File: src/rtl/sr_shift_ctrl_pkg.sv
// Shared definitions for the shift-register sequencer: register mode
// encodings and controller state encoding.
package sr_shift_ctrl_pkg;

  // Mode select values understood by the 4-bit universal shift register
  localparam logic [1:0] MODE_HOLD = 2'b00;
  localparam logic [1:0] MODE_SHR  = 2'b01;
  localparam logic [1:0] MODE_SHL  = 2'b10;
  localparam logic [1:0] MODE_LOAD = 2'b11;

  typedef enum logic [1:0] {
    ST_IDLE  = 2'd0,
    ST_LOAD  = 2'd1,
    ST_SHIFT = 2'd2,
    ST_DONE  = 2'd3
  } state_t;

endpackage

File: src/rtl/sr_shift_counter.sv
// Loadable CW-bit down-counter. zero_next flags the enabled cycle whose
// closing edge takes the count from 1 to 0.
module sr_shift_counter #(
  parameter int unsigned CW = 3
) (
  input  logic          clk,
  input  logic          reset,
  input  logic          load,
  input  logic          en,
  input  logic [CW-1:0] load_val,
  output logic [CW-1:0] count,
  output logic          zero_next
);

  // Preload on capture, decrement once per enabled cycle, never wrap below 0
  always_ff @(posedge clk or negedge reset) begin
    if (!reset)
      count <= '0;
    else if (load)
      count <= load_val;
    else if (en && (count != '0))
      count <= count - 1'b1;
  end

  assign zero_next = en && (count == CW'(1));

endmodule

File: src/rtl/sr_shift_ctrl.sv
// Sequencer driving a universal shift register: one load cycle, then the
// requested number of shift cycles, then a one-cycle done pulse.
// Optional macro SR_SHIFT_CTRL_ROTATE_EN: during SHIFT, sin is taken
// combinationally from the register's outgoing bit so the word rotates.
module sr_shift_ctrl
  import sr_shift_ctrl_pkg::*;
#(
  parameter int unsigned N  = 4,
  parameter int unsigned CW = 3
) (
  input  logic          clk,
  input  logic          reset,
  input  logic          start,
  input  logic          dir,
  input  logic [N-1:0]  data_in,
  input  logic          fill_bit,
  input  logic [CW-1:0] shift_count,
  input  logic [N-1:0]  sr_q,
  output logic [1:0]    s,
  output logic [N-1:0]  pin,
  output logic          sin,
  output logic          busy,
  output logic          done
);

  state_t        state, next_state;
  logic          capture;
  logic          cap_dir;
  logic          cap_fill;
  logic [CW-1:0] cnt;
  logic          cnt_zero_next;
  logic [1:0]    s_d;
  logic          busy_d;
  logic          done_d;

  assign capture = (state == ST_IDLE) && start;

  sr_shift_counter #(.CW(CW)) u_counter (
    .clk       (clk),
    .reset     (reset),
    .load      (capture),
    .en        (state == ST_SHIFT),
    .load_val  (shift_count),
    .count     (cnt),
    .zero_next (cnt_zero_next)
  );

  // State register
  always_ff @(posedge clk or negedge reset) begin
    if (!reset)
      state <= ST_IDLE;
    else
      state <= next_state;
  end

  // Next-state decode
  always_comb begin
    next_state = state;
    unique case (state)
      ST_IDLE:  if (start) next_state = ST_LOAD;
      ST_LOAD:  next_state = (cnt != '0) ? ST_SHIFT : ST_DONE;
      ST_SHIFT: if (cnt_zero_next) next_state = ST_DONE;
      ST_DONE:  next_state = ST_IDLE;
      default:  next_state = ST_IDLE;
    endcase
  end

  // Outputs are decoded from next_state so the registered copies line up
  // with the state they describe
  always_comb begin
    s_d    = MODE_HOLD;
    busy_d = 1'b0;
    done_d = 1'b0;
    unique case (next_state)
      ST_IDLE:  ;
      ST_LOAD:  begin s_d = MODE_LOAD; busy_d = 1'b1; end
      ST_SHIFT: begin s_d = cap_dir ? MODE_SHL : MODE_SHR; busy_d = 1'b1; end
      ST_DONE:  begin busy_d = 1'b1; done_d = 1'b1; end
      default:  ;
    endcase
  end

  // Command capture; pin doubles as the captured word and holds until the next capture
  always_ff @(posedge clk or negedge reset) begin
    if (!reset) begin
      cap_dir  <= 1'b0;
      cap_fill <= 1'b0;
      pin      <= '0;
    end else if (capture) begin
      cap_dir  <= dir;
      cap_fill <= fill_bit;
      pin      <= data_in;
    end
  end

  // Registered mode/handshake outputs
  always_ff @(posedge clk or negedge reset) begin
    if (!reset) begin
      s    <= MODE_HOLD;
      busy <= 1'b0;
      done <= 1'b0;
    end else begin
      s    <= s_d;
      busy <= busy_d;
      done <= done_d;
    end
  end

`ifdef SR_SHIFT_CTRL_ROTATE_EN
  logic unused_fill;
  assign unused_fill = cap_fill;

  // Feed the outgoing bit back in so the word rotates
  always_comb begin
    sin = 1'b0;
    if (state == ST_SHIFT)
      sin = cap_dir ? sr_q[N-1] : sr_q[0];
  end
`else
  logic sin_q;
  logic unused_sr_q;
  assign unused_sr_q = ^sr_q;

  // Registered fill bit, presented only while shifting
  always_ff @(posedge clk or negedge reset) begin
    if (!reset)
      sin_q <= 1'b0;
    else
      sin_q <= (next_state == ST_SHIFT) ? cap_fill : 1'b0;
  end

  assign sin = sin_q;
`endif

endmodule

File: config.mk
export PLATFORM = sky130hd
export DESIGN_NAME = sr_shift_ctrl
export DESIGN_NICKNAME = d
export VERILOG_FILES = /design/src/rtl/sr_shift_ctrl_pkg.sv /design/src/rtl/sr_shift_counter.sv /design/src/rtl/sr_shift_ctrl.sv
export SDC_FILE = /design/constraint.sdc
export NUM_CORES = 1
export LEC_CHECK = 0
export ABC_AREA = 1
export CAP_MARGIN = 30
export CORE_MARGIN = 1.5
export CORE_UTILIZATION = 40
export DETAILED_ROUTE_END_ITERATION = 7
export PLACE_DENSITY = 0.81
export SYNTH_ARGS = -nofsm -noshare
export SYNTH_HDL_FRONTEND = slang
export SYNTH_SLANG_ARGS = --single-unit
File: constraint.sdc
create_clock -name clk -period 1.3 [get_ports clk]
set_input_delay 0.26 -clock clk [delete_from_list [all_inputs] [get_ports clk]]
set_output_delay 0.26 -clock clk [all_outputs]
set_load 0.02 [all_outputs]
Word-level counts from Yosys, hierarchy flattened
Index checks and enable logic that the tools add are counted.
- order comparisons: 0
- shifts and indexed selects: 0
- div/mod/pow operators: 0
- add/subtract/negate cells: 1
- multipliers: 0
- reductions and logical operators: 7
- bitwise operators: 0
- muxes and demuxes: 11
- equality and inequality tests: 7
- operators by type and width (kind ; number):
    2-bit equality test (second input constant) ; 4
    2-bit one-hot mux with 4 select lines ; 1
    2-bit 2-to-1 mux ; 3
    3-bit 2-to-1 mux ; 2
    2-bit by 1-bit equality test with 1-bit output (second input constant) ; 2
    1-bit 2-to-1 mux ; 4
    2-bit one-hot mux with 2 select lines ; 1
    3-bit by 1-bit equality test with 1-bit output (second input constant) ; 1
    1-bit logical AND ; 3
    3-bit nonzero test ; 1
    3-bit OR reduction ; 1
    3-bit by 1-bit subtractor with 3-bit output (second input constant) ; 1
    2-bit logical NOT ; 1
    2-bit nonzero test ; 1
- input port bits: 16
- bits in read-only memories: 0
- memories: 0
- memory bits (writable): 0
- bits in latches: 0
- register bits: 16
- output and inout bits: 9

Depth between registers and ports, before layout
Gate-level depths: netlist of run 1.
- depth in word-level cells: 7
- depth in mapped cells: 10

Hierarchy
Synthesis of run 1 repeated with hierarchy kept, for this count alone.
- cells, all modules: 93
- area, all modules: 813.3 µm²
- modules (own cells, without submodules) (module ; times used ; cells each ; area each (µm²) ; seq. area each (µm²)):
    sr_shift_ctrl ; 1 ; 63 ; 600.6 ; 325.3
    sr_shift_counter ; 1 ; 30 ; 212.7 ; 75.1

Worst setup path after synthesis of run 1
Ideal clock, no wire load.
- path type: register -> register
- start: register u_counter.count[0]
- end: register s[0]
- setup time: 0.077 ns
- arrival: 1.331 ns
- setup slack: -0.108 ns
- stages on the path, launching flop included: 9
- period minus slack after synthesis: 1.408 ns
- required time: 1.223 ns
- cell sequence: dfrtp_1 inv_1 ha_1 nand3_1 nand2_1 inv_1 a21oi_1 ha_1 a21oi_1
- word-level cells in the longest chain between the ends: 6
- RTL lines (item ; RTL line ; text):
    start, declared ; sr_shift_counter.sv:11 ; output logic [CW-1:0] count,
    start signal, assigned ; sr_shift_counter.sv:20 ; count <= load_val;
    start signal, assigned ; sr_shift_counter.sv:22 ; count <= count - 1'b1;
    3-bit by 1-bit equality test with 1-bit output ; sr_shift_counter.sv:25 ; assign zero_next = en && (count == CW'(1));
    1-bit logical AND ; sr_shift_counter.sv:25 ;
    2-bit 2-to-1 mux ; sr_shift_ctrl.sv:62 ; ST_SHIFT: if (cnt_zero_next) next_state = ST_DONE;
    2-bit one-hot mux with 4 select lines * ; sr_shift_ctrl.sv:59 ; unique case (state)
    named net next_state[0] ; sr_shift_ctrl.sv:26 ; state_t state, next_state;
    2-bit equality test / 2-bit by 1-bit equality test with 1-bit output (equally long branches) ; sr_shift_ctrl.sv:74 ; unique case (next_state)
    2-bit one-hot mux with 2 select lines * ; sr_shift_ctrl.sv:74 ;
    named net s_d[0] ; sr_shift_ctrl.sv:32 ; logic [1:0] s_d;
    end signal, assigned ; sr_shift_ctrl.sv:99 ; s <= MODE_HOLD;
    end signal, assigned ; sr_shift_ctrl.sv:103 ; s <= s_d;
    end, declared ; sr_shift_ctrl.sv:19 ; output logic [1:0] s,
The timed path passes the listed nets; every way through them passes the cells marked *.
A chain may end at the register's enable or synchronous reset.

Final worst setup path of run 1
- start: register u_counter.count[1]
- end: register s[1]
Same word-level chain as after synthesis.

==> results of run 1 <==
[logic make-up after synthesis]
logic type / count (synthesis) / synth area share [%]
adders and majority gates: 11 / 16.6
buffers and inverters: 15 / 7.72
DFF: 16 / 48.4
and+or+nand+nor: 47 / 24.2
AOI/OAI and AO/OA: 5 / 3.02
[metal layers]
metal / share of wire [%] / vias to the layer above / GRT usage (%)
met2: 54 / 19 / 30.6
met1: 40 / 358 / 17.9
met5: 0 / - / 0
met4: 2.8 / 0 / 10.0
li1: - / 362 / -
met3: 3.6 / 6 / 2.16
[final cells by class]
cell class	instances	area (um2)
Multi-Input combinational cell	63	492
Timing Repair Buffer	37	319
Tap cell	27	33.8
Sequential cell	16	400
Clock buffer	4	36.3
Inverter	14	55.1
Fill cell	173	626
[state kept, by name, indices dropped and copies added, names as in the netlist]
register and count:
pin 4, u_counter.count 3, s 2, state 2, busy 1, cap_dir 1, cap_fill 1, done 1
sin 1
[report_power, final]
group,switching [uW],total (uW),internal [uW],leakage (uW)
Combinational,1250,2280,1030,0.000458
Sequential,135,871,736,0.000199
Clock,158,329,171,0.0000210
Total,1540,3480,1940,0.000679
[layout by cell type (no fill, tap or decap)]
cell             count
nand2_1             29
buf_4               17
dfrtp_1             16
clkdlybuf4s50_1     11
inv_2                7
nand2_2              7
dlygate4sd2_1        7
inv_1                6
ha_4                 6
nand3_1              4
ha_1                 4
clkbuf_4             3
nand3_2              2
a21oi_2              2
nand2_4              2
or2_0                2
clkdlybuf4s15_1      2
nor3_4               1
a21oi_1              1
inv_4                1
o21ai_0              1
o21ai_1              1
ha_2                 1
clkbuf_8             1
[metrics by stage]
stage	hold slack (ns)	TNS [ns]	util, %	instances	setup slack (ns)
finish	0.276	-0.545	68.1	161	-0.177
global route	0.306	-1.09	68.1	161	-0.256
CTS	0.278	-0.594	63.9	160	-0.163
detailed placement	0.458	-2.08	59.9	154	-0.280
global placement	0.455	-1.75	59.9	154	-0.216
floorplan	-0.0356	-0.0511	-	94	-0.0255
[worst max-delay path, cell delays in order, from the launching register on]
cell     delay, ns
dfrtp_1       0.40
inv_2         0.11
ha_4          0.13
nand2_1       0.04
nand2_1       0.07
nand2_2       0.07
a21oi_2       0.18
ha_1          0.28
a21oi_1       0.12
[timing repair]
item / 4_1_cts / 5_1_grt
resized for setup: 20 / 18
endpoints found under the setup margin: 16 / 10
pin swaps: 6 / 9
hold buffers: 0 / 0
buffers inserted: 2 / 4
[final timing paths]
path	start	to	slack, ns
setup / recovery	u_counter.count[1]	s[1]	-0.18
hold / removal	reset	busy	0.28
setup reg to reg	u_counter.count[1]	s[1]	-0.18
hold reg to reg	cap_fill	sin	0.48
max in group asynchronous	reset	pin[0]	0.85
min in group clk	cap_fill	sin	0.48
==> qor.csv, run 1 <==
metric,value,unit
grt_pass1_vias,735,
status,"finished, violations left",
num_rows,16,
fin_crit_sh,114,%
cts_made_buffers,3,
seq_area_frac_synth,48.4,%
synthesis.instances,94,
postPlaceCellArea,1180,um2
synth_cell_types,14,
gr-total-overflow,0,
end_kind,flip-flop,
synthesis.area,827,um2
clk_pin_slew_worst_paths,0.10,ns
grt_usage,16.6,%
route.vias.total,745,
crit_fanout,3,
crit_required,1.52,ns
clockBufferDepth,2,
design.core.area,1960,um2
path_class,reg2reg,
finalMaxSlewViolations,0,
viasPerCell,4.63,
cts.sinks,16,
antenna_cells,0,
synth.net_count,121,
ioPinCount,25,
synthTopCellsByCount,"nand2_1 (36), dfrtp_1 (16), inv_1 (12)",
yosys_warnings,0,
arrival,1.69,ns
total_power,3480,uW
htreeDepth,1,
die_x,48.5,um
area_growth,61.6,%
final_cell_area,1340,um2
fin_ws,-0.177,ns
synthArstFlopShare,100,%
syn_area_per_cell,8.80,um2
drt-initial-drc-count,2,
drc,0,
synth_top_area_share,48.4,%
worst_slew_margin_rel,85.6,%
tritoncts,built,
clock_skew,0.00465,ns
drive_gt1_share,37.3,%
synth_area_leaders,"dfrtp_1 (48%), ha_1 (17%), nand2_1 (16%)",
wl,1930,um
drt_pass1_iterations,2,
worstMarginPinSlew,0.216,ns
power_density,2600,nW/um2
violations,setup timing,
synth_edf_count,0,
yosysTopAreaCell,dfrtp_1,
yosysMostFrequentCell,nand2_1,
port_buffers,20,
worstSetupStartpointType,flip-flop,
avgRoutedWirePerCell,12.0,um
grt_pass1_wl,3000,um
setup_violations,6,
hold_class,in2async,
antenna_found_initial,0,
synth_ff_type,dfrtp_1,
grt_max_degree,17,
rsz0062_at_grt,true,
p_leak,0.000679,uW
max_cap_violations,0,
insertion_delay,0.29,ns
reg2reg_depth,8,
period_minus_slack,1.48,ns
start_util,42.2,%
hold_viol_final,0,
cts-root-buf,clkbuf_4,
peakVddDrop,1.30,mV
detail-route-antenna-nets,0,
synth-seq-cells,16,
fmax,677,MHz
die-area,2350,um2
fin_nets,162,
dp_hpwl,1370,um
die_height,48.5,um
gp_congestion,0.797,
Note: power is estimated with default switching activity, not from simulation.
==> run 2: changes to the inputs <==
SLEW_MARGIN = 20   (was unset)
==> results of run 2 <==
Final layout, timing and power as in run 1 (identical DEF).
